==> src/rtl/mac_job_ctrl.sv <==
// mac_job_ctrl
// Job sequencer that sits in front of a non-pipelined MAC and owns all of
// its control pins. It accepts a job command (mode, length N), clears the
// MAC, configures the mode, streams N operand pairs through a valid/ready
// handshake, then reads the accumulated result and a sticky error flag.
// The result is held until the consumer takes it.
//
// Ports
//   clk, rst_n            clock, asynchronous active-low reset
//   abort                 synchronous job abort (ignored in IDLE)
//   cmd_valid/cmd_ready   job command handshake (cmd_ready only in IDLE)
//   cmd_mode, cmd_len     job mode (1 = fp16, 0 = int8) and pair count N
//   op_valid/op_ready     operand pair handshake, op_a/op_b operands
//   res_valid/res_ready   result handshake, res_data/res_error payload
//   busy                  high in any state except IDLE
//   mac_*                 control/data pins driven into the MAC
//   mac_out, mac_error    MAC result and error flag

module mac_job_ctrl #(
  parameter int LEN_W = 8
) (
  input  logic             clk,
  input  logic             rst_n,
  input  logic             abort,
  input  logic             cmd_valid,
  output logic             cmd_ready,
  input  logic             cmd_mode,
  input  logic [LEN_W-1:0] cmd_len,
  input  logic             op_valid,
  output logic             op_ready,
  input  logic [15:0]      op_a,
  input  logic [15:0]      op_b,
  output logic             res_valid,
  input  logic             res_ready,
  output logic [15:0]      res_data,
  output logic             res_error,
  output logic             busy,
  output logic             mac_rst_n,
  output logic             mac_enable,
  output logic             mac_valid,
  output logic             mac_read,
  output logic             mac_cfg,
  output logic             mac_mode,
  output logic [15:0]      mac_in_a,
  output logic [15:0]      mac_in_b,
  input  logic [15:0]      mac_out,
  input  logic             mac_error
);

  typedef enum logic [2:0] {
    IDLE,
    CLEAR,
    CFG,
    STREAM,
    READ,
    RESP
  } state_t;

  state_t           state;
  state_t           state_next;
  logic [LEN_W-1:0] cnt;
  logic [LEN_W-1:0] len_q;
  logic             mode_q;
  logic             err_q;
  logic [15:0]      res_data_q;
  logic             res_error_q;

  logic accept;
  logic pair_fire;
  logic last_pair;

  assign accept    = (state == IDLE) && cmd_valid;
  // abort blocks the handshake in the same cycle, so no pair slips in
  assign pair_fire = (state == STREAM) && op_valid && !abort;
  // cnt counts completed pairs, so the last pair is the one seen at len_q-1;
  // cnt therefore tops out at len_q and never wraps even for the max length
  assign last_pair = (cnt == (len_q - LEN_W'(1)));

  // State register
  always_ff @(posedge clk or negedge rst_n) begin
    if (!rst_n) begin
      state <= IDLE;
    end else begin
      state <= state_next;
    end
  end

  // Next-state logic; abort overrides every transition outside IDLE
  always_comb begin
    state_next = state;
    case (state)
      IDLE:    if (cmd_valid) state_next = CLEAR;
      CLEAR:   state_next = CFG;
      CFG:     state_next = (len_q == '0) ? READ : STREAM;
      STREAM:  if (pair_fire && last_pair) state_next = READ;
      READ:    state_next = RESP;
      RESP:    if (res_ready) state_next = IDLE;
      default: state_next = IDLE;
    endcase
    if ((state != IDLE) && abort) begin
      state_next = IDLE;
    end
  end

  // Output decode
  always_comb begin
    cmd_ready  = 1'b0;
    op_ready   = 1'b0;
    res_valid  = 1'b0;
    busy       = (state != IDLE);
    mac_rst_n  = 1'b1;
    mac_enable = 1'b0;
    mac_valid  = 1'b0;
    mac_read   = 1'b0;
    mac_cfg    = 1'b0;
    mac_mode   = (state != IDLE) ? mode_q : 1'b0;
    mac_in_a   = 16'h0000;
    mac_in_b   = 16'h0000;
    case (state)
      IDLE:   cmd_ready = 1'b1;
      CLEAR:  mac_rst_n = 1'b0;
      CFG:    mac_cfg = 1'b1;
      STREAM: begin
        mac_enable = 1'b1;
        op_ready   = !abort;
        mac_valid  = op_valid && !abort;
        mac_in_a   = op_a;
        mac_in_b   = op_b;
      end
      READ: begin
        mac_enable = 1'b1;
        mac_read   = 1'b1;
      end
      RESP:   res_valid = 1'b1;
      default: begin
        cmd_ready = 1'b0;
      end
    endcase
  end

  assign res_data  = res_data_q;
  assign res_error = res_error_q;

  // Job registers: command latch, pair counter, sticky error and result
  always_ff @(posedge clk or negedge rst_n) begin
    if (!rst_n) begin
      cnt         <= '0;
      len_q       <= '0;
      mode_q      <= 1'b0;
      err_q       <= 1'b0;
      res_data_q  <= 16'h0000;
      res_error_q <= 1'b0;
    end else begin
      if (accept) begin
        mode_q <= cmd_mode;
        len_q  <= cmd_len;
        cnt    <= '0;
        err_q  <= 1'b0;
      end
      if (pair_fire) begin
        cnt <= cnt + LEN_W'(1);
      end
      if ((state == STREAM) || (state == READ)) begin
        err_q <= err_q | mac_error;
      end
      if (state == READ) begin
        res_data_q  <= mac_out;
        res_error_q <= err_q | mac_error;
      end
    end
  end

endmodule

==> config.mk <==
export PLATFORM = sky130hd
export DESIGN_NAME = mac_job_ctrl
export DESIGN_NICKNAME = d
export VERILOG_FILES = /design/src/rtl/mac_job_ctrl.sv
export SDC_FILE = /design/constraint.sdc
export NUM_CORES = 1
export LEC_CHECK = 0
export ABC_AREA = 1
export CAP_MARGIN = 10
export CORE_MARGIN = 8
export CORE_UTILIZATION = 40
export DETAILED_ROUTE_END_ITERATION = 10
export HOLD_SLACK_MARGIN = 0.08
export PLACE_DENSITY_LB_ADDON = 0.12
export SETUP_SLACK_MARGIN = 0.5
export SYNTH_ARGS = -nofsm -noshare
export SYNTH_HDL_FRONTEND = slang
export SYNTH_SLANG_ARGS = --single-unit
==> constraint.sdc <==
create_clock -name clk -period 2.3 [get_ports clk]
set_input_delay 0.46 -clock clk [delete_from_list [all_inputs] [get_ports clk]]
set_output_delay 0.46 -clock clk [all_outputs]
set_load 0.03 [all_outputs]
==> out/qor.csv, run 1 <==
metric,value,unit
status,finished clean,
# nets final,531,
clk_lat worst skew,290,ps
Synth area leaders,"dfrtp_1, nand2_1, nor2_1",
Setup crit end kind,output pin,
input/output buffers,122,
total CTS buffers,5,
Rows,27,
top-count cell post-synth,nand2_1,
Clock transition at path regs,80,ps
final hold vios,0,
number of synthesized flops with an enable pin,0,
final wirelength,7560,um
layout cells sized above 1,18.53,%
H-tree depth,2,
Initial Utilization,41.11,%
worst relative slew slack,42.12,%
vias in the first global route,2448,
Yosys reg bits,38,
wire length of the first global-routing pass,12080,um
vias per cell,4.610,
Synth Warn #,0,
mapped cell area,0.002236,mm2
worst vdd ir,0.8075,mV
Tightest Pin Transition,868.2,ps
Cells after Synth,329,
Tot Pwr,4.466,mW
Achievable Freq,539.9,MHz
top cell type's share of synthesized area,42.53,%
RSZ-0062 raised after global routing,yes,
r2r worst-path depth,10,
post-synthesis sequential area ratio,42.53,%
GRT Total Usage,17.90,%
Ant. Diodes,0,
die height,90.77,um
DIE AREA,0.008238,mm2
Synth area leader,dfrtp_1,
Fin Hold WS,273.2,ps
Crit Path Class,reg -> out,
first-pass iteration count of the detailed router,4,
Synth Net Count,396,
Final ANT Viol Nets,0,
Setup Skew,6.978,ps
largest net degree at the start of global routing,39,
Hold WC Path Type,in -> async,
synth cell count leaders,"nand2_1, nor2_1, inv_1, dfrtp_1, nand3_1",
"Core Util, Final",69.52,%
Worst EP arrival,1390,ps
Tcrit/Tclk final,80.54,%
# Max-Cap Violations,0,
DPL Wire Length,5680,um
initial antenna violation count,0,
crit path max fanout,3,
core footprint,0.005439,mm2
DRC,0,
Pins Over Slew Limit,0,
"Async S/R FF share, synth",100.0,%
Sink Count,38,
sequential standard cell area,953.4,um2
# fillers,494,
Static Leak,2.108,nW
reg2reg start,state[2]$_DFFE_PN0P_,
Overflow after GRT,0,
worst r2r dst,state[0]$_DFFE_PN0P_,
r2r setup slk,600,ps
Period minus WS final,1852,ps
footprint of the multi-input gates,0.001051,mm2
Final GP Congestion,0.8851,
Setup crit start kind,register,
die width,90.77,um
clk buf depth,2,
io pins,123,
Via Count,2471,
Setup TNS Final,0,ps
Syn Area/Cell,6.796,um2
"Area growth, synth to finish",69.11,%
CTS tree,yes,
"Top FF cell, synth",dfrtp_1,
WP data required,1840,ps
DRT iter0 DRCs,112,
clk root buf,clkbuf_8,
pwr dens,1181,mW/mm2
Netlist cell types,27,
Final Setup Violations,0,
WL/cell,14.10,um
[through the flow]
step                cell area, um2  worst slack, ps  std cells
finish                        3781            447.7        536
global route                  3781            390.3        536
CTS                           3691            423.6        533
detailed placement            3571            87.50        519
global placement              3571            103.4        519
floorplan                     2236            527.1        329
[how the worst max path moves through the flow]
| stage | start | to | slack (ps) | depth (start not counted) |
|---|---|---|---|---|
| 2_1_floorplan | state[2]$_DFFE_PN0P_ | mac_in_a[0] | 530 | 4 |
| 3_3_place_gp | op_a[8] | mac_in_a[8] | 100 | 4 |
| 3_5_place_dp | op_b[0] | mac_in_b[0] | 90 | 4 |
| 4_1_cts | state[0]$_DFFE_PN0P_ | mac_cfg | 420 | 3 |
| 5_1_grt | state[0]$_DFFE_PN0P_ | mac_in_b[6] | 390 | 5 |
| 6_report | state[1]$_DFFE_PN0P_ | mac_enable | 450 | 7 |
[timing repair]
item / 4_1_cts / 5_1_grt
endpoints found under the setup margin: 49 / 54
buffers inserted: 6 / 3
gates cloned: 1 / 0
pin swaps: 3 / 3
hold buffers: 0 / 0
resized for setup: 238 / 44
[metal layers]
layer	vias to the layer above	global-route usage [%]	share of wire [%]
li1	1251	-	-
met1	1136	18.87	38
met2	72	32.22	53
met3	12	6.401	7.6
met4	0	5.687	1.6
met5	-	0	0
[flip-flops by register name (all words and copies together), names as in the netlist]
register and cells:
mode_q 1, cnt 8, len_q 8, res_data 16
err_q 1, res_error 1, state 3
[logic make-up (layout without fill, tap and decap cells)]
kind of cell | count (synthesis) | after routing | share of synthesized area, %
adder cells (fa/ha/maj) | 3 | 3 | 1.679
AO/OA/AOI/OAI | 23 | 23 | 5.652
AND/OR/NAND/NOR | 188 | 188 | 35.14
XOR/XNOR | 4 | 4 | 1.567
buffers and inverters | 71 | 206 | 12.26
flip-flops | 38 | 38 | 42.53
multiplexers | 2 | 2 | 1.175
[cell type report]
| type | count | share of cell area, % |
|---|---|---|
| multi-input cells | 220 | 27.80 |
| clock buffers | 6 | 2.184 |
| inverters | 64 | 6.850 |
| clock inverters | 1 | 0.7942 |
| repair buffers | 135 | 34.78 |
| well taps | 72 | 2.383 |
| flip-flops and latches | 38 | 25.22 |
[layout by cell type, fill, tap and decap left out, types with 7 or more instances in the layout]
cell and n:
buf_4 42, nor2_1 58, dfrtp_1 36, nand2_1 95, inv_1 59, clkdlybuf4s50_1 62
dlymetal6s2s_1 10, dlygate4sd2_1 7, nand3_1 18, a21oi_1 11, o21ai_0 7
[critical path: stages, from the launching register on]
cell and delay (ps):
dfrtp_2 450, nor2_2 130, inv_2 80, nor2_4 120
buf_12 140, inv_16 30, nand2_4 40, buf_6 120
[power breakdown]
part | switching [mW] | total [mW] | internal (mW)
Combinational | 1.66 | 2.72 | 1.07
Sequential | 0.204 | 1.15 | 0.948
Clock | 0.243 | 0.590 | 0.347
Power figures use the tool's default switching activity.
==> run 2: changes to the inputs <==
CORE_UTILIZATION = 39   (was 40)
clock period = 1.9 ns   (was 2.3 ns; I/O delays follow)
==> out/qor.csv, run 2 (synthesized netlist as in run 1, its figures left out) <==
metric,value,unit
status,finished clean,
clk root buf,clkbuf_8,
RSZ-0062 raised after global routing,yes,
worst relative slew slack,68.08,%
Achievable Freq,530.4,MHz
initial antenna violation count,0,
fin cells,562,
CP top delay family,flip-flops,
Worst EP arrival,1510,ps
WP data required,1520,ps
Pins Over Slew Limit,0,
Crit Path Class,reg -> out,
crit path max fanout,4,
"Critical Path, Cell by Cell",nor2_2 > inv_2 > nor2_4 > buf_6 > nor2_1 > buf_4,
crit path max-delay cell type,dfrtp_2,
CP peak stage delay,450,ps
DPL Wire Length,5889,um
DP Cell Count,522,
wire length of the first global-routing pass,14720,um
Final GP Congestion,0.8746,
vias in the first global route,2701,
"commonest non-fill, non-tap cell in the layout",nand2_1,
first-pass iteration count of the detailed router,5,
Fin Hold WS,114.7,ps
worst vdd ir,0.9841,mV
final wirelength,10930,um
Setup crit end kind,output pin,
CTS tree,yes,
Sink Count,38,
Bufs and invs on worst path,3,
Initial Utilization,40.60,%
Ant. Diodes,0,
die height,91.72,um
largest net degree at the start of global routing,39,
Clock transition at path regs,80,ps
DIE AREA,0.008412,mm2
Via Count,2869,
Final Setup Violations,0,
io pins,123,
# fillers,264,
core footprint,0.005507,mm2
final hold vios,0,
H-tree depth,2,
vias per cell,5.105,
# Max-Cap Violations,0,
WL/cell,19.44,um
Setup Skew,5.460,ps
Period minus WS final,1885,ps
"Area growth, synth to finish",112.8,%
DRT iter0 DRCs,151,
total CTS buffers,5,
Static Leak,2.331,nW
Tightest Pin Transition,478.8,ps
most frequent cells in the layout,"nand2_1, clkdlybuf4s50_1, inv_1",
Final ANT Viol Nets,0,
GRT Total Usage,21.78,%
Tcrit/Tclk final,99.23,%
clk buf depth,2,
layout cells sized above 1,43.06,%
Hold WC Path Type,in -> async,
# nets final,556,
Largest register FFs,16,
Setup crit start kind,register,
die width,91.72,um
hold buffer count at cts,0,
Overflow after GRT,0,
Rows,27,
pwr dens,1420,mW/mm2
DRC,0,
input/output buffers,122,
clk_lat worst skew,300,ps
run 2: cell count changes in the layout (fill, tap and decap cells not counted), sizes merged:
cell,change
dlygate4sd2,-7
clkbuf,+1
clkinv,+1
dlymetal6s2s,-10
nand2,+1
bufinv,-1
buf,+23
clkinvlp,+1
clkdlybuf4s15,+17
run 2: final timing paths:
| kind | startpoint | end | slack (ps) | depth (start not counted) |
|---|---|---|---|---|
| worst max-delay path | state[1]$_DFFE_PN0P_ | mac_mode | 10 | 6 |
| worst min-delay path | rst_n | cnt[1]$_DFFE_PN0P_ | 110 | 2 |
| worst max register to register | len_q[0]$_DFFE_PN0P_ | state[2]$_DFFE_PN0P_ | 110 | 12 |
| worst min register to register | res_data[7]$_DFFE_PN0P_ | res_data[7]$_DFFE_PN0P_ | 490 | 2 |
| max in group asynchronous | rst_n | state[1]$_DFFE_PN0P_ | 1420 | 2 |
| min in group clk | res_data[7]$_DFFE_PN0P_ | res_data[7]$_DFFE_PN0P_ | 490 | 2 |
run 2: stage by stage:
stage	setup TNS, ps	instance area [um2]	power (mW)	util (%)	setup slack [ps]
floorplan	0	2529	3.535	-	366.3
global placement	0	3752	4.741	68.14	99.31
detailed placement	0	3752	4.807	68.14	38.57
CTS	0	4367	6.051	79.30	89.04
global route	-10.35	4758	7.082	86.41	-4.733
finish	0	4758	6.759	86.41	14.62
run 2: what timing repair did:
item | 4_1_cts | 5_1_grt
setup buffers | 16 | 10
pin swaps | 3 | 24
setup endpoints to repair | 80 | 80
gates resized for setup | 149 | 88
gates cloned | 5 | 1
run 2: area by class of cell:
type	count	area [um2]	share of cell area [%]
clock buffers	6	82.58	1.735
inverters	64	260.3	5.469
repair buffers	159	1779	37.39
well taps	72	90.09	1.893
multi-input cells	221	1579	33.18
clock inverters	2	12.51	0.2630
flip-flops and latches	38	954.7	20.06
run 2: routing by layer:
layer	part of all wire, %	track usage, %	up-vias
met4	3.3	5.906	0
li1	-	-	1313
met2	50	36.67	178
met1	38	27.09	1351
met3	8.6	5.379	27
met5	0	0	-
run 2: report_power, final:
part / total, mW / leakage, nW / switching (mW) / internal (mW)
Clock: 0.599 / 0.0472 / 0.307 / 0.292
Sequential: 1.43 / 0.461 / 0.284 / 1.15
Combinational: 4.73 / 1.82 / 2.73 / 2.00
Total: 6.76 / 2.33 / 3.32 / 3.44
run 2: worst register-to-register path: stages (launching register included):
cell and delay (ps):
dfrtp_1 420, inv_4 120, ha_4 170, inv_1 60, nor2_2 170, nand3_1 100, nand2_1 90, inv_1 60
nor2_1 160, nand3_2 120, nand2_1 90, nand4_1 80, nand2_1 80
==> run 3: changes to the inputs <==
CORE_ASPECT_RATIO = 0.7   (was not set)
==> out/qor.csv, run 3 (synthesized netlist as in run 1, its figures left out) <==
metric,value,unit
r2r setup slk,130,ps
Crit Path Class,reg -> out,
first-pass iteration count of the detailed router,4,
Ant. Diodes,0,
Largest register FFs,16,
Pins Over Slew Limit,0,
DPL Wire Length,5784,um
Final Setup Violations,1,
# nets final,550,
Clock transition at path regs,90,ps
Setup Slack @ Placement,61.96,ps
CTS tree,yes,
largest net degree at the start of global routing,39,
"commonest non-fill, non-tap cell in the layout",nand2_1,
input/output buffers,122,
die height,79.35,um
wire length of the first global-routing pass,13370,um
H-tree depth,2,
"Critical Path, Cell by Cell",inv_4 > nand3_4 > buf_6 > clkbuf_16 > nor2_4 > buf_6,
internal power,3.410,mW
Worst EP arrival,1530,ps
NetSw,3.045,mW
combinational share of power,64.5,%
Final GP Congestion,0.8089,
total CTS buffers,5,
Period minus WS final,1907,ps
die width,106.5,um
initial antenna violation count,0,
CP peak stage delay,460,ps
Setup crit end kind,output pin,
clk root buf,clkbuf_8,
hold buffer count at cts,0,
WL/cell,16.46,um
vias in the first global route,2710,
final setup margin,-7.242,ps
"Design Area, Final",0.004423,mm2
switch share,47.17,%
final wirelength,9203,um
crit path max fanout,5,
clk buf depth,2,
Fin Hold WS,110.7,ps
Via Count,2713,
Bufs and invs on worst path,4,
clock power share,13.2,%
vias per cell,4.853,
worst relative slew slack,67.71,%
Initial Utilization,39.64,%
crit path from,state[2]$_DFFE_PN0P_,
pwr dens,1459,mW/mm2
layout cells sized above 1,33.88,%
DRC,0,
"Area growth, synth to finish",97.82,%
final hold vios,0,
reg2reg start,state[2]$_DFFE_PN0P_,
Tcrit/Tclk final,100.4,%
RSZ-0062 raised after global routing,yes,
Sink Count,38,
status,"finished, violations left",
failing checks,setup timing,
Final ANT Viol Nets,0,
GRT Total Usage,19.66,%
clk_lat worst skew,300,ps
Overflow after GRT,0,
# fillers,372,
Most Frequent Cell on Critical Path,buf_6,
Tightest Pin Transition,480.6,ps
Setup crit start kind,register,
Setup Skew,6.948,ps
DIE AREA,0.008451,mm2
DRT iter0 DRCs,148,
core footprint,0.005640,mm2
crit path max-delay cell type,dfrtp_2,
worst r2r dst,state[0]$_DFFE_PN0P_,
WP data required,1520,ps
io pins,123,
sequential share of power,22.3,%
Achievable Freq,524.3,MHz
worst vdd ir,0.9049,mV
most frequent cells in the layout,"nand2_1, clkdlybuf4s50_1, inv_1",
CP top delay family,buffers and inverters,
# Max-Cap Violations,0,
DP Area,0.003749,mm2
Static Leak,2.163,nW
Hold WC Path Type,in -> async,
Rows,23,
r2r worst-path depth,10,
[run 3: cell count changes in the layout (fill, tap and decap cells not counted), sizes merged]
cell           previous run  this run
buf                      79        74
clkbuf                    7         6
clkinvlp                  1         0
inv                      64        63
bufinv                    0         2
clkdlybuf4s15            17        16
clkinv                    1         2
[run 3: layout make-up]
cell class | instances | area, um2 | area share, %
Timing Repair Buffer | 153 | 1618 | 36.58
Multi-Input combinational cell | 221 | 1373 | 31.03
Sequential cell | 38 | 953.4 | 21.56
Inverter | 64 | 247.7 | 5.601
Tap cell | 75 | 93.84 | 2.122
Clock buffer | 5 | 68.82 | 1.556
Clock inverter | 3 | 68.82 | 1.556
[run 3: worst max path at each step]
stage | to | slack, ps | cells past startpoint
4_1_cts | mac_in_a[15] | 70 | 6
6_report | mac_in_b[8] | -7 | 6
2_1_floorplan | mac_in_a[15] | 370 | 3
3_3_place_gp | mac_mode | 70 | 5
5_1_grt | mac_in_b[8] | -50 | 6
3_5_place_dp | mac_mode | 60 | 5
[run 3: power by group through the flow]
stage	logic [mW]	registers, mW	clock network [mW]
final	4.16	1.44	0.851
after floorplan	1.79	1.74	0
after CTS	3.67	1.41	0.858
after global routing	4.45	1.48	0.894
after global placement	3.31	1.40	0
after detailed placement	3.34	1.41	0
[run 3: repair_timing]
| item | in CTS | in global routing |
|---|---|---|
| pin swaps | 2 | 6 |
| buffers inserted | 12 | 7 |
| gates cloned | 2 | 3 |
| gates resized for setup | 120 | 46 |
| setup endpoints to repair | 80 | 80 |
[run 3: stage by stage]
| stage | TNS, ps | utilization [%] | total power [mW] | instances |
|---|---|---|---|---|
| floorplan | 0 | - | 3.535 | 329 |
| global placement | 0 | 66.46 | 4.711 | 527 |
| detailed placement | 0 | 66.46 | 4.748 | 527 |
| CTS | 0 | 74.27 | 5.932 | 549 |
| global route | -94.58 | 78.42 | 6.819 | 559 |
| finish | -7.242 | 78.42 | 6.455 | 559 |
[run 3: metal layers]
| metal | global-route usage, % | share of wire, % |
|---|---|---|
| met4 | 6.014 | 2.9 |
| met2 | 33.00 | 48 |
| met1 | 22.50 | 39 |
| met3 | 8.165 | 9.5 |
| met5 | 0 | 0 |
